===== src/rtl/select_merge_sync.sv =====
// Two-channel 2-phase merge: synchronizes both requests and the downstream ack,
// grants one channel at a time onto out_req/out_sel, and round-robins on contention.
module select_merge_sync #(
  parameter int SYNC_STAGES = 2
) (
  input  logic clk,
  input  logic rst,
  input  logic true_req,
  output logic true_ack,
  input  logic false_req,
  output logic false_ack,
  output logic out_req,
  output logic out_sel,
  input  logic out_ack
);

  typedef enum logic {
    IDLE     = 1'b0,
    WAIT_ACK = 1'b1
  } state_t;

  state_t state_q, state_d;

  logic [SYNC_STAGES-1:0] treq_sync_q, freq_sync_q, oack_sync_q;

  logic true_ack_q, true_ack_d;
  logic false_ack_q, false_ack_d;
  logic out_req_q, out_req_d;
  logic out_sel_q, out_sel_d;
  logic grant_q, grant_d;          // 1 = current transfer belongs to the true channel
  logic last_grant_q, last_grant_d; // 1 = true channel completed most recently

  logic true_req_s, false_req_s, out_ack_s;
  logic pending_t, pending_f, any_pending, grant_true, ack_done;

  assign true_req_s  = treq_sync_q[SYNC_STAGES-1];
  assign false_req_s = freq_sync_q[SYNC_STAGES-1];
  assign out_ack_s   = oack_sync_q[SYNC_STAGES-1];

  assign pending_t   = true_req_s ^ true_ack_q;
  assign pending_f   = false_req_s ^ false_ack_q;
  assign any_pending = pending_t | pending_f;
  // On contention the channel that did not complete last wins.
  assign grant_true  = pending_t & (~pending_f | ~last_grant_q);
  assign ack_done    = (out_ack_s == out_req_q);

  always_ff @(posedge clk) begin
    if (rst) begin
      treq_sync_q  <= '0;
      freq_sync_q  <= '0;
      oack_sync_q  <= '0;
      state_q      <= IDLE;
      true_ack_q   <= 1'b0;
      false_ack_q  <= 1'b0;
      out_req_q    <= 1'b0;
      out_sel_q    <= 1'b0;
      grant_q      <= 1'b0;
      last_grant_q <= 1'b0;
    end else begin
      treq_sync_q  <= {treq_sync_q[SYNC_STAGES-2:0], true_req};
      freq_sync_q  <= {freq_sync_q[SYNC_STAGES-2:0], false_req};
      oack_sync_q  <= {oack_sync_q[SYNC_STAGES-2:0], out_ack};
      state_q      <= state_d;
      true_ack_q   <= true_ack_d;
      false_ack_q  <= false_ack_d;
      out_req_q    <= out_req_d;
      out_sel_q    <= out_sel_d;
      grant_q      <= grant_d;
      last_grant_q <= last_grant_d;
    end
  end

  always_comb begin
    state_d = state_q;
    case (state_q)
      IDLE:     if (any_pending) state_d = WAIT_ACK;
      WAIT_ACK: if (ack_done)    state_d = IDLE;
      default:  state_d = IDLE;
    endcase
  end

  always_comb begin
    true_ack_d   = true_ack_q;
    false_ack_d  = false_ack_q;
    out_req_d    = out_req_q;
    out_sel_d    = out_sel_q;
    grant_d      = grant_q;
    last_grant_d = last_grant_q;
    case (state_q)
      IDLE: begin
        if (any_pending) begin
          out_req_d = ~out_req_q;
          out_sel_d = grant_true;
          grant_d   = grant_true;
        end
      end
      WAIT_ACK: begin
        if (ack_done) begin
          if (grant_q) true_ack_d  = ~true_ack_q;
          else         false_ack_d = ~false_ack_q;
          last_grant_d = grant_q;
        end
      end
      default: ;
    endcase
  end

  assign true_ack  = true_ack_q;
  assign false_ack = false_ack_q;
  assign out_req   = out_req_q;
  assign out_sel   = out_sel_q;

endmodule


===== config.mk =====
export PLATFORM = sky130hd
export DESIGN_NAME = select_merge_sync
export DESIGN_NICKNAME = d
export VERILOG_FILES = /design/src/rtl/select_merge_sync.sv
export SDC_FILE = /design/constraint.sdc
export NUM_CORES = 1
export LEC_CHECK = 0
export ABC_CLOCK_PERIOD_IN_PS = 1500
export CAP_MARGIN = 20
export CORE_AREA = 2 2 39 41
export CTS_CLUSTER_DIAMETER = 80
export DETAILED_ROUTE_END_ITERATION = 16
export DIE_AREA = 0 0 41 43
export MAX_ROUTING_LAYER = met4
export PLACE_DENSITY_LB_ADDON = 0.15
export SLEW_MARGIN = 5
export SYNTH_ARGS = -nofsm -noshare
export SYNTH_HDL_FRONTEND = slang
export SYNTH_SLANG_ARGS = --single-unit

===== constraint.sdc =====
create_clock -name clk -period 1.5 [get_ports clk]
set_clock_uncertainty 0.15 [all_clocks]
set_input_delay 0.3 -clock clk [delete_from_list [all_inputs] [get_ports clk]]
set_output_delay 0.3 -clock clk [all_outputs]
set_load 0.02 [all_outputs]

# Yosys cells after proc, flatten, opt, wreduce, memory -nomap -nowiden
# Cells that the tools add are included.
# Widths: inputs -> output; s select.
# word_totals
ramBits,0
inputBits,5
reg_bits,12
latch_bits,0
mem_count,0
output_inout_bits,4
romBits,0
# op_classes
addsub,0
n_shift,0
div_mod_pow,0
n_reduce_logical,4
mul,0
order_cmp,0
n_eq_ne,1
bitwise_logic,12
muxes,3
# ops
operator,n
$not 1->1,7
$reduce_and 3->1,2
$reduce_and 2->1,2
$mux 1,2
$or 1x1->1,2
$pmux 1 s2,1
$xor 1x1->1,2
$and 1x1->1,1
$eq 1x1->1,1

# Logic depth before layout (Yosys ltp)
# depth
depth_word,4
depth_mapped,3

# Worst setup path after synthesis
# No wires, ideal clock.
# synth_timing
path_kind,flip-flop to flip-flop
startpoint,register false_ack_q (netlist: false_ack)
endpoint,register out_req_q (netlist: out_req)
period_less_slack_ps,1382
required_time_ps,1227
arrival_time_ps,1109
path_buffers,0
setup_ps,123
path_stages_with_launch,4
path_slack_ps,118
cell_sequence,dfxtp_1 > xnor2_1 > a21oi_1 > mux2_1
# synth_between
elab_chain_len,3
# synth_lines
item,line_no,text
start: declaration,27,"logic false_ack_q, false_ack_d;"
start signal: assignment,65,false_ack_q <= false_ack_d;
$xor 1x1->1,41,assign pending_f = false_req_s ^ false_ack_q;
$or 1x1->1,42,assign any_pending = pending_t | pending_f;
$reduce_and 2->1 (no source line),-,
end signal: assignment,66,out_req_q <= out_req_d;
end: declaration,28,"logic out_req_q, out_req_d;"
# No other way between the ends.
# A chain may end at the register's enable or synchronous reset.

# Final worst setup path
# layout_timing
startpoint,register true_ack_q (netlist: true_ack)
endpoint,output port true_ack
# layout_rtl
item,line_no,text
start: declaration,26,"logic true_ack_q, true_ack_d;"
start signal: assignment,64,true_ack_q <= true_ack_d;
end: declaration,9,"output logic true_ack,"
# No word-level cell between the ends.

==> metrics.md <==
| Metric | Value |
|---|---|
| Crit path required time | `1050 ps` |
| Syn_nets | `48` |
| Final ANT Viol Nets | `0` |
| Yosys cell types | `15` |
| Buf/Inv on CP | `1` |
| Synth top area share | `0.541` |
| Htree depth | `1` |
| Routed length per instance | `9.61 um` |
| Number of synthesized flops with an enable pin | `0` |
| Detailed Place HPWL | `579 um` |
| R2r worst-path depth | `4` |
| Synth Register Bits | `12` |
| Most frequent cell after synthesis | `dfxtp_1` |
| Congestion Overflow GR | `0` |
| Mean Syn Cell Area | `10.3 um^2` |
| Final WL | `692 um` |
| Peak VDD IR | `0.624 mV` |
| Crit Path Category | `flip-flop to output port` |
| CTS clk-pin slew, worst paths | `70 ps` |
| Num CTS Buffers | `3` |
| RSZ-0062 raised after global routing | `false` |
| Hold path cells | `1` |
| CTS tree | `yes` |
| Largest net degree at the start of global routing | `11` |
| CP Launch Type | `flip-flop` |
| Vias in the first global route | `318` |
| Layout cells sized above 1 | `0.125` |
| CP max FO | `4` |
| Tmin final | `1440 ps` |
| GRT Total Usage | `0.107` |
| Syn Std Cell Area | `444 um^2` |
| Sink Count | `12` |
| Top delay family on crit path | `flip-flops` |
| Synth top area cells | `dfxtp_1 54%, nor2b_1 11%, xnor2_1 5.9%, mux2_1 5.1%, a21oi_1 4.5%` |
| Final setup violation count | `0` |
| Power Dens Cells | `1160 mW/mm^2` |
| First-pass GRT wire length | `1.21 mm` |
| Crit-path cells | `dlygate4sd2_1` |
| Fraction of registers with async set or reset after synthesis | `0` |
| Area of the multi-input gates | `196 um^2` |
| Setup_tns | `0 ps` |
| Peak per-stage delay on the critical path | `380 ps` |
| Final cell count without fillers | `72` |
| Post-synth top flop | `dfxtp_1` |
| Post-route DRC | `0` |
| Ports | `9` |
| Clock Latency Late Sink | `260 ps` |
| Max cap viols | `0` |
| Final hold vios | `0` |
| Sequential Area | `240 um^2` |
| CP endpoint kind | `output port` |
| Placed insts | `69` |
| Via/cell ratio | `4.53` |
| Vias | `326` |
| Die Footprint | `0.00176 mm^2` |
| Number of diodes | `0` |
| P_leak | `0.253 nW` |
| Synthesized instance count | `43` |
| Slew Limit Fails | `0` |
| Layout area overhead | `30.7%` |
| Final-stage net count | `63` |
| Port Buffers | `8` |
| TritonRoute pass-1 iters | `2` |
| Starting Density | `0.321` |
| Top Registers | `freq_sync_q x2, oack_sync_q x2, treq_sync_q x2` |
| Period Utilization, post-route | `0.959` |
| Die width | `41 um` |
| Critical path data arrival time | `990 ps` |
| Register area share after synthesis | `0.541` |
| Initial antenna violation count | `0` |
| Fmax | `695 MHz` |
| Status | `complete, no violations` |
| CP max stage cell | `dfxtp_1` |
| Number of DRC markers in iteration 0 | `1` |
| Hold_buf cts | `0` |
| Worst-case clock buffer depth | `2` |
| Min-delay worst type | `flip-flop to flip-flop` |
| Synth area leader | `dfxtp_1` |
| Fillcell total | `145` |
| Critical path depth in cells | `1` |
| Die span in y | `43 um` |
| Synth top cells by count | `12 x dfxtp_1, 8 x nor2b_1, 4 x a21oi_1` |
| Root Driver | `clkbuf_4` |
| Yosys warns | `0` |
| Core area | `0.00138 mm^2` |
| FP Rows | `14` |
| Worst rel slew slack | `0.852` |
| Gpl congestion | `0.719` |
| Worst-margin pin slew | `222 ps` |
area by class of cell:
class | instances | share of cell area
Tap cell | 16 | 0.0345
Multi-Input combinational cell | 29 | 0.338
Sequential cell | 12 | 0.414
Inverter | 1 | 0.00647
Clock buffer | 3 | 0.0388
Timing Repair Buffer | 11 | 0.168
final timing paths:
| kind | start | end | slack, ps |
|---|---|---|---|
| hold / removal | freq_sync_q[0]$_SDFF_PP0_ | freq_sync_q[1]$_SDFF_PP0_ | 290 |
| hold reg to reg | freq_sync_q[0]$_SDFF_PP0_ | freq_sync_q[1]$_SDFF_PP0_ | 290 |
| setup reg to reg | false_ack$_SDFFE_PP0P_ | out_req$_SDFFE_PP0P_ | 90 |
| setup / recovery | true_ack$_SDFFE_PP0P_ | true_ack | 60 |
where the power goes:
part           switching, mW  leakage, nW  internal (mW)  total (mW)
sequential            0.0179       0.0986          0.343       0.361
combinational         0.0638        0.141         0.0695       0.133
clock                 0.0878       0.0138         0.0924       0.180
total                  0.169        0.253          0.505       0.675
cells by family after synthesis:
group | after synthesis | share of synthesized area
buffers and inverters | 2 | 0.0169
AO/OA/AOI/OAI | 9 | 0.127
multiplexers | 2 | 0.0507
XOR/XNOR | 5 | 0.0986
AND/OR/NAND/NOR | 13 | 0.166
flip-flops | 12 | 0.541
repair_timing:
action	4_1_cts	5_1_grt
hold endpoints to repair	0	0
setup buffers	0	0
setup endpoints to repair	4	0
resized for setup	4	0
stage by stage:
step	hold slack, ps	area, um^2	power [mW]	util	setup slack, ps
finish	288	581	0.675	0.420	61.3
global route	307	581	0.719	0.420	5.85
CTS	291	581	0.685	0.420	50.0
detailed placement	275	563	0.513	0.407	17.2
global placement	270	563	0.509	0.407	64.4
floorplan	264	444	0.448	-	118
routing by layer:
layer,global-route usage,wire (um),up-vias
met1,0.125,307,148
met5,-,0,-
met2,0.147,367,5
met3,0.0314,17,0
li1,-,-,173
met4,0.0800,0,0
cell usage in the layout, fill, tap and decap left out, drive strengths merged:
cell / n
a211o: 1
a21oi: 4
buf: 3
clkbuf: 3
clkdlybuf4s50: 4
dfxtp: 12
dlygate4sd2: 4
inv: 1
mux2: 2
nand3: 1
nor2: 3
nor2b: 8
o21ai: 2
o21ba: 1
o31ai: 1
or4: 1
xnor2: 3
xor2: 2
No activity file was read; power rests on OpenSTA's default activity.
